==> src/rtl/inst_rom_arbiter.sv <==
// inst_rom_arbiter: shares one instruction ROM port between IF fetch and a debug reader, with starvation-bounded debug priority.
module inst_rom_arbiter #(
  parameter int MAX_WAIT = 4,
  parameter int WAIT_W   = 3
) (
  input  logic        clk,
  input  logic        rst,
  input  logic        if_req,
  input  logic [31:0] if_addr,
  input  logic        if_flush,
  output logic        if_stallreq,
  output logic [31:0] if_inst,
  output logic        if_valid,
  input  logic        dbg_req,
  input  logic [31:0] dbg_addr,
  output logic        dbg_gnt,
  output logic [31:0] dbg_rdata,
  output logic        dbg_valid,
  output logic        rom_ce,
  output logic [31:0] rom_addr,
  input  logic [31:0] rom_inst
);
  logic [WAIT_W-1:0] wait_cnt;
  logic force_dbg, gnt_if, gnt_dbg;
  always_comb begin
    force_dbg   = wait_cnt == WAIT_W'(MAX_WAIT);
    gnt_dbg     = dbg_req && (!if_req || force_dbg);
    gnt_if      = if_req && !gnt_dbg;
    rom_ce      = gnt_if | gnt_dbg;
    rom_addr    = gnt_if ? if_addr : gnt_dbg ? dbg_addr : '0;
    dbg_gnt     = gnt_dbg;
    if_stallreq = if_req & ~gnt_if;
  end
  always_ff @(posedge clk or posedge rst) begin
    if (rst) begin
      if_inst   <= '0;
      if_valid  <= 1'b0;
      dbg_rdata <= '0;
      dbg_valid <= 1'b0;
      wait_cnt  <= '0;
    end else begin
      if_valid  <= gnt_if && !if_flush;
      dbg_valid <= gnt_dbg;
      if (gnt_if && !if_flush) if_inst <= rom_inst;
      if (gnt_dbg) dbg_rdata <= rom_inst;
      // saturates so a forced grant stays asserted until taken
      wait_cnt  <= (!dbg_req || gnt_dbg) ? '0 : force_dbg ? wait_cnt : wait_cnt + 1'b1;
    end
  end
endmodule

==> config.mk <==
export PLATFORM = sky130hd
export DESIGN_NAME = inst_rom_arbiter
export DESIGN_NICKNAME = d
export VERILOG_FILES = /design/src/rtl/inst_rom_arbiter.sv
export SDC_FILE = /design/constraint.sdc
export NUM_CORES = 1
export LEC_CHECK = 0
export CAP_MARGIN = 20
export CORE_UTILIZATION = 36
export CTS_CLUSTER_DIAMETER = 120
export DETAILED_ROUTE_END_ITERATION = 12
export GPL_ROUTABILITY_DRIVEN = 0
export PLACE_DENSITY = 0.92
export SLEW_MARGIN = 30
export SYNTH_ARGS = -nofsm -noshare
export SYNTH_HDL_FRONTEND = slang
export SYNTH_SLANG_ARGS = --single-unit
==> constraint.sdc <==
create_clock -name clk -period 2.8 [get_ports clk]
set_input_delay 0.42 -clock clk [delete_from_list [all_inputs] [get_ports clk]]
set_output_delay 0.42 -clock clk [all_outputs]
set_load 0.05 [all_outputs]
; Word-level counts from Yosys, hierarchy flattened
; Index checks and enable logic that the tools add are counted.
[word_totals]
ff_bits = 69
input_bits = 101
output_inout_bits = 101
wordCells = 24
[classes]
addsub = 1
n_eq_ne = 2
muxes = 4
bitwise_logic = 3
reduce_logical = 9
[op_table]
columns = op, n
row1 = 2-to-1 mux 32 bit, 2
row2 = 2-to-1 mux 3 bit, 2
row3 = logical NOT 1 bit, 4
row4 = adder 3 x 1 -> 3 bit (second input constant), 1
row5 = == test 3 bit (second input constant), 1
row6 = logical AND 1 bit, 3
row7 = logical OR 1 bit, 2
row8 = inequality test 2 x 1 -> 1 bit (second input constant), 1
row9 = bitwise AND 1 bit, 1
row10 = inverter 1 bit, 1
row11 = bitwise OR 1 bit, 1

; Longest topological paths before layout
; Gate-level depths: netlist of the first run.
[depth]
ltp_word = 7
ltp_mapped = 7
depth_no_buf = 5

; Worst setup path after synthesis of the first run
; OpenSTA, ideal clock, no wires.
[synth_timing]
kind = flip-flop to output port
startpoint = register wait_cnt[0]
endpoint = output port rom_addr[18]
t_arrival_ns = 1.783
required_time_ns = 2.380
path_slack_ns = 0.597
path_stages_with_launch = 8
n_path_buf = 2
cell_sequence = dfrtp_1 > inv_1 > ha_1 > a21boi_2 > nor2b_2 > buf_6 > buf_2 > a22o_1
[synth_between]
elab_chain_len = 6
word_cells_on_any_way = 7
classes_between = 1 x eq/ne / 2 x mux / 4 x reduce/logical
[synth_lines]
columns = element, line_no
row1 = start: declaration, 23  ; logic [WAIT_W-1:0] wait_cnt;
row2 = start signal: assignment, 47  ; wait_cnt <= (!dbg_req || gnt_dbg) ? '0 : force_dbg ? wait_cnt : wait_cnt + 1'b1;
row3 = == test 3 bit *, 26  ; force_dbg = wait_cnt == WAIT_W'(MAX_WAIT);
row4 = logical OR 1 bit *, 27  ; gnt_dbg = dbg_req && (!if_req || force_dbg);
row5 = logical AND 1 bit *, 27
row6 = via dbg_gnt, 16  ; output logic dbg_gnt,
row7 = logical NOT 1 bit, 28  ; gnt_if = if_req && !gnt_dbg;
row8 = logical AND 1 bit, 28
row9 = 2-to-1 mux 32 bit *, 30  ; rom_addr = gnt_if ? if_addr : gnt_dbg ? dbg_addr : '0;
row10 = end: declaration, 20  ; output logic [31:0] rom_addr,
; The timed path passes the listed nets; every way through them passes the cells marked *.

; Final worst setup path of the first run
[layout_timing]
startpoint = input port dbg_req
endpoint = output port rom_addr[29]
[layout_between]
elab_chain_len = 4
word_cells_on_any_way = 5
classes_between = 2 x mux / 3 x reduce/logical
[layout_lines]
columns = element, line_no
row1 = start: declaration, 14  ; input logic dbg_req,
row2 = logical AND 1 bit *, 27
row3 = logical NOT 1 bit, 28
row4 = logical AND 1 bit, 28
row5 = 2-to-1 mux 32 bit *, 30
; Every way passes the cells marked *; elsewhere a longest branch is shown, timed or not.

==> results.md, run 1 <==
* GRT Overall Usage at 22.2%
* Synth Area in Adders at 0.811%
* Global-route met2 utilization at 38.6%
* Layout cells sized above 1 at 30.8%
* Final Hold Fails at 0
* Peak VDD IR at 0.000564 V
* WS Path Type: input pin to primary output
* Post-synthesis sequential area ratio at 56.0%
* Drt first pass iters at 4
* Worst setup EP type: primary output
* Synth Warn # at 0
* Clk slew on worst S/H paths at 0.07 ns
* Final Max Slew Viols at 0
* RSZ-0062 raised after global routing: false
* Critical path, cell by cell: clkdlybuf4s50_1 -> nand3_1 -> and2_1 -> buf_4 -> a22o_1 -> buf_12
* GR met1 Demand/Resource at 24.5%
* Mapped Cells at 197
* Multiplexer share of the synthesized area at 27.6%
* Slew HR at 60.8%
* Initial antenna violation count at 0
* Setup-failing EPs final at 0
* Placed cell count at 495
* Vias in the first global route at 2738
* M3 GR Usage at 7.41%
* Syn Nets at 300
* CP max stage delay at 0.54 ns
* Avg WL per Cell at 19.5 um
* Clock sinks at 69
* Final nets at 504
* First-pass GRT wire length at 14.6 mm
* Hold Crit Class: input pin to asynchronous set/reset pin
* Worst hold margin at 0.413 ns
* PortBufs at 201
* Clk root buf: clkbuf_8
* Number of remaining DRC errors at 0
* Pin count of the biggest net entering global routing at 50
* IO Pins at 202
* Critical path data required time at 2.38 ns
* Later-pin clock latency in the skew report at 0.33 ns
* Status: completed
* Via density at 4.99
* Busiest grt layer: met2
* Area share of and/or/nand/nor cells after synthesis at 1.91%
* Cell variety after synth at 19
* Critical Path AT at 1.98 ns
* Mapped cell area at 0.00309 mm^2
* DPL Wire Length at 7.64 mm
* Minimum clock period at 2.40 ns
* Finished Layout Cells at 511
* Chip Width at 94.6 um
* CTS Buf Count at 9
* Largest family of logic cells by synthesized area: multiplexers
* Die Y at 94.6 um
* Worst-margin pin slew at 0.586 ns
* Post-CTS setup buffers at 0
* CP Launch Type: input pin
* Vias at 2550
* Die area at 0.00895 mm^2
* Syn avg cell area at 15.7 um^2
* GRT overflow at 0
* Total power at 3.54 mW
* Initial DRC count at 89
* Antenna Nets Post-Route at 0
* Starting Density at 37.4%
* Max cap viols at 0
* TritonCTS clock tree: yes
* CTS resizes at 0
* Hold buffers post-CTS at 0
* CTS HTree Levels at 3
* Post-Route WL at 9.97 mm
* Yosys reg bits at 69
* Antenna Cells at 0
* CTS Buffer Depth at 2
* Worst r2r path cells at 6
* Final Cycle Share at 85.6%
* Setup TNS at 0 ns
* Syn-to-layout area delta at 85.2%
* Fmax at 417 MHz
* PwrDens at 620 mW/mm^2
* Core Region at 0.00826 mm^2
* Crit-path slowest cell: clkdlybuf4s50_1
* P_leak at 2.46 nW
* Maximum net fanout on the critical path at 32
* Xor and xnor area share after synthesis at 0.284%
* Compound-gate portion of the synthesized area at 9.45%
* Clock Skews at 0.0125 ns
* Rows at 33
## path summary, 6_finish.rpt
path,from,slack [ns],endpoint
min,rst,0.41,dbg_rdata[0]
max reg2reg,wait_cnt[0],1.03,if_inst[5]
max,dbg_req,0.40,rom_addr[29]
min reg2reg,wait_cnt[0],0.47,wait_cnt[0]
min in group clk,wait_cnt[0],0.47,wait_cnt[0]
max in group asynchronous,rst,1.68,if_inst[9]
## report_power, final
group | switching (mW) | internal [mW]
Combinational | 0.895 | 0.686
Clock | 0.364 | 0.374
Sequential | 0.0835 | 1.14
## cell type report
type,count,area [um^2]
Clock buffer,12,155
Clock inverter,4,30.0
Tap cell,105,131
Fill cell,587,2540
Inverter,3,11.3
Sequential cell,69,1730
Timing Repair Buffer,208,2420
Multi-Input combinational cell,110,1240
## flip-flops by register name, summed over array words and instances, names as in the netlist
register,cells
wait_cnt,3
if_inst,32
dbg_rdata,32
dbg_valid,1
if_valid,1
## cell usage in the layout, fill, tap and decap left out
cell	n
clkdlybuf4s50_1	167
dfrtp_1	69
mux2_4	35
buf_12	35
a22o_1	32
mux2_2	29
clkbuf_8	11
buf_4	6
nor2_1	2
inv_1	2
and2_1	2
ha_1	2
nand3_1	1
and3b_2	1
a21boi_2	1
nor2b_4	1
nand2_1	1
and3_1	1
or2_2	1
inv_2	1
xnor2_1	1
clkinv_2	1
clkbuf_1	1
clkinvlp_4	1
clkinv_4	1
inv_6	1
## per-stage QoR
| stage | util, % | area, um^2 | worst slack (ns) |
|---|---|---|---|
| final | 69.2 | 5710 | 0.404 |
| after global routing | 69.2 | 5710 | 0.295 |
| after CTS | 69.2 | 5710 | 0.382 |
| after detailed placement | 67.0 | 5530 | 0.419 |
| after global placement | 67.0 | 5530 | 0.464 |
| after floorplan | - | 3090 | 0.597 |
## routing by layer
layer  share of wire, %  vias to the layer above
met1                 36                     1253
met2                 51                      141
met4                3.7                        0
met3                9.3                       25
met5                  0                        -
li1                   -                     1131
## cell families (layout without fill, tap and decap cells)
logic type,after synthesis,count (layout)
adder cells (fa/ha/maj),2,2
buffers and inverters,18,227
AND/OR/NAND/NOR,10,10
AO/OA/AOI/OAI,33,33
XOR/XNOR,1,1
multiplexers,64,64
flip-flops,69,69
## synthesized netlist by cell type, drive strengths merged
master / instances / area [um^2]
and3: 1 / 6.26
and3b: 1 / 8.76
nand2: 1 / 3.75
dfrtp: 69 / 1730
xnor2: 1 / 8.76
and2: 2 / 12.5
nand3: 1 / 5.00
nor2b: 1 / 8.76
a21boi: 1 / 11.3
buf: 14 / 108
or2: 1 / 6.26
inv: 3 / 11.3
ha: 2 / 25.0
clkbuf: 1 / 3.75
mux2: 64 / 852
nor2: 2 / 7.51
a22o: 32 / 280
## worst max-delay path, delay by kind of cell
kind | cells | cell delay (ns)
and+or+nand+nor | 2 | 0.28
buffers and inverters | 3 | 0.93
AOI/OAI and AO/OA | 1 | 0.32
No activity file was read; power rests on OpenSTA's default activity.
==> run 2: changes to the inputs <==
--- a/config.mk
+++ b/config.mk
@@ -7,11 +7,11 @@
 export LEC_CHECK = 0
 export CAP_MARGIN = 20
 export CORE_UTILIZATION = 36
-export CTS_CLUSTER_DIAMETER = 120
 export DETAILED_ROUTE_END_ITERATION = 12
 export GPL_ROUTABILITY_DRIVEN = 0
+export HOLD_SLACK_MARGIN = 0.06
 export PLACE_DENSITY = 0.92
-export SLEW_MARGIN = 30
+export SLEW_MARGIN = 20
 export SYNTH_ARGS = -nofsm -noshare
 export SYNTH_HDL_FRONTEND = slang
 export SYNTH_SLANG_ARGS = --single-unit
==> results of run 2 <==
No change in the layout: final DEF, timing and power equal those of run 1.
==> run 3: changes to the inputs <==
--- a/config.mk
+++ b/config.mk
@@ -5,12 +5,11 @@
 export SDC_FILE = /design/constraint.sdc
 export NUM_CORES = 1
 export LEC_CHECK = 0
-export CAP_MARGIN = 20
-export CORE_UTILIZATION = 36
+export CORE_UTILIZATION = 39
 export DETAILED_ROUTE_END_ITERATION = 12
 export GPL_ROUTABILITY_DRIVEN = 0
 export HOLD_SLACK_MARGIN = 0.06
-export PLACE_DENSITY = 0.92
+export PLACE_DENSITY = 0.95
 export SLEW_MARGIN = 20
 export SYNTH_ARGS = -nofsm -noshare
 export SYNTH_HDL_FRONTEND = slang
==> constraint.sdc (replaced) <==
create_clock -name clk -period 3 [get_ports clk]
set_input_delay 0.45 -clock clk [delete_from_list [all_inputs] [get_ports clk]]
set_output_delay 0.45 -clock clk [all_outputs]
set_load 0.05 [all_outputs]
==> run 3 against run 2 <==
Compared with the run above: final area barely moved; global-route usage increased by 2.7 points; largest cell class unchanged; worst hold slack improved by 0.081 ns.
==> results.md, run 3 (synthesized netlist as in run 1, its figures left out) <==
* Status: completed
* Post-Route WL at 10.1 mm
* CTS Buf Count at 9
* Worst hold path depth at 1
* Core Region at 0.00769 mm^2
* IO Pins at 202
* Setup TNS at 0 ns
* Vias at 2605
* PortBufs at 201
* Chip Width at 90.9 um
* Antenna Cells at 0
* Critical path, cell by cell: inv_1 -> ha_1 -> nand3_1 -> and2_2 -> a22o_1 -> buf_12
* Worst Path Buf+Inv at 2
* Final Hold Fails at 0
* Clock sinks at 69
* Top Registers: dbg_rdata x32, if_inst x32, wait_cnt x3
* Delay-heaviest family, CP: simple AND/OR/NAND/NOR gates
* Worst r2r path cells at 7
* Syn-to-layout area delta at 85.2%
* Sw Share at 38.4%
* DPL Wire Length at 7.49 mm
* CP Launch Type: register
* Int Power at 2.02 mW
* Post-placement cell area at 0.00554 mm^2
* Later-pin clock latency in the skew report at 0.34 ns
* Slew HR at 54.9%
* Final nets at 502
* CP max stage delay at 0.52 ns
* Peak VDD IR at 0.000449 V
* Hold Crit Class: register to register
* Commonest non-fill, non-tap cell in the layout: clkdlybuf4s50_1
* Starting Density at 40.1%
* GRT overflow at 0
* Crit-path slowest cell: and2_2
* Via density at 5.15
* Die area at 0.00827 mm^2
* CP Depth at 6
* TritonCTS clock tree: yes
* Critical path data required time at 2.55 ns
* Clk slew on worst S/H paths at 0.06 ns
* Final Cycle Share at 85.9%
* P_leak at 2.45 nW
* Seq pwr share at 34.7%
* Hold buffers post-CTS at 0
* CTS Buffer Depth at 2
* Rows at 32
* Initial antenna violation count at 0
* Power share of the combinational group at 45.2%
* Sw power at 1.26 mW
* Avg WL per Cell at 20.0 um
* Max cap viols at 0
* CTS resizes at 0
* Drt first pass iters at 7
* Clock network power share at 20.1%
* GRT Overall Usage at 25.0%
* Number of remaining DRC errors at 0
* PwrDens at 575 mW/mm^2
* Clock Skews at 0.0124 ns
* Minimum clock period at 2.58 ns
* Layout cells sized above 1 at 30.9%
* Worst setup EP type: primary output
* Antenna Nets Post-Route at 0
* Most frequent cells in the layout: clkdlybuf4s50_1 (167), dfrtp_1 (69), buf_12 (37)
* Setup-failing EPs final at 0
* Maximum net fanout on the critical path at 32
* Clk root buf: clkbuf_8
* Design Area, Final at 0.00571 mm^2
* Vias in the first global route at 2773
* Critical Path AT at 2.13 ns
* Register-to-register setup slack at 0.93 ns
* Final Max Slew Viols at 0
* CTS HTree Levels at 3
* First-pass GRT wire length at 15.5 mm
* WS Path Type: register to primary output
* Pin count of the biggest net entering global routing at 39
* Fmax at 388 MHz
* Initial DRC count at 87
* Worst-margin pin slew at 0.676 ns
* Die Y at 90.9 um
* RSZ-0062 raised after global routing: false
* Post-CTS setup buffers at 0
run 3: layer usage:
layer	up-vias	GRT usage (%)	routed length, um
met5	-	0	0
met4	0	8.20	233
met3	31	8.12	866
met2	164	45.8	5380
met1	1285	27.0	3620
li1	1125	-	-
run 3: final timing paths:
| kind | end | from |
|---|---|---|
| worst min register to register | wait_cnt[0] | wait_cnt[0] |
| worst max register to register | dbg_rdata[25] | wait_cnt[0] |
| worst max-delay path | rom_addr[31] | wait_cnt[0] |
| max in group asynchronous | if_inst[9] | rst |
| min in group asynchronous | if_inst[25] | rst |
| worst min-delay path | wait_cnt[0] | wait_cnt[0] |
run 3: worst register-to-register path: stages, from the launching register on:
cell      delay, ns
dfrtp_1        0.41
inv_1          0.08
ha_1           0.18
a21boi_2       0.09
nor2b_4        0.34
buf_12         0.24
buf_4          0.26
mux2_2         0.37
run 3: power groups by stage:
stage	Clock (mW)	Combinational (mW)	Sequential (mW)
final	0.660	1.49	1.14
after global routing	0.733	1.53	1.16
after CTS	0.684	1.49	1.14
after detailed placement	0	1.49	1.16
after global placement	0	1.47	1.14
after floorplan	0	0.386	1.61
run 3: layout make-up:
type	instances	area [um^2]
Clock buffer	10	138
Clock inverter	6	38.8
Fill cell	491	1970
Inverter	3	11.3
Multi-Input combinational cell	110	1240
Sequential cell	69	1730
Tap cell	102	128
Timing Repair Buffer	206	2430
run 3: metrics by stage:
step	power (mW)	cells	util, %	setup slack [ns]	hold WS [ns]
after CTS	3.32	506	74.3	0.0656	0.499
after detailed placement	2.64	490	72.0	0.175	0.490
final	3.29	506	74.3	0.422	0.493
after global placement	2.61	490	72.0	0.178	0.444
after global routing	3.42	506	74.3	0.297	0.516
after floorplan	2.00	197	-	0.767	0.429
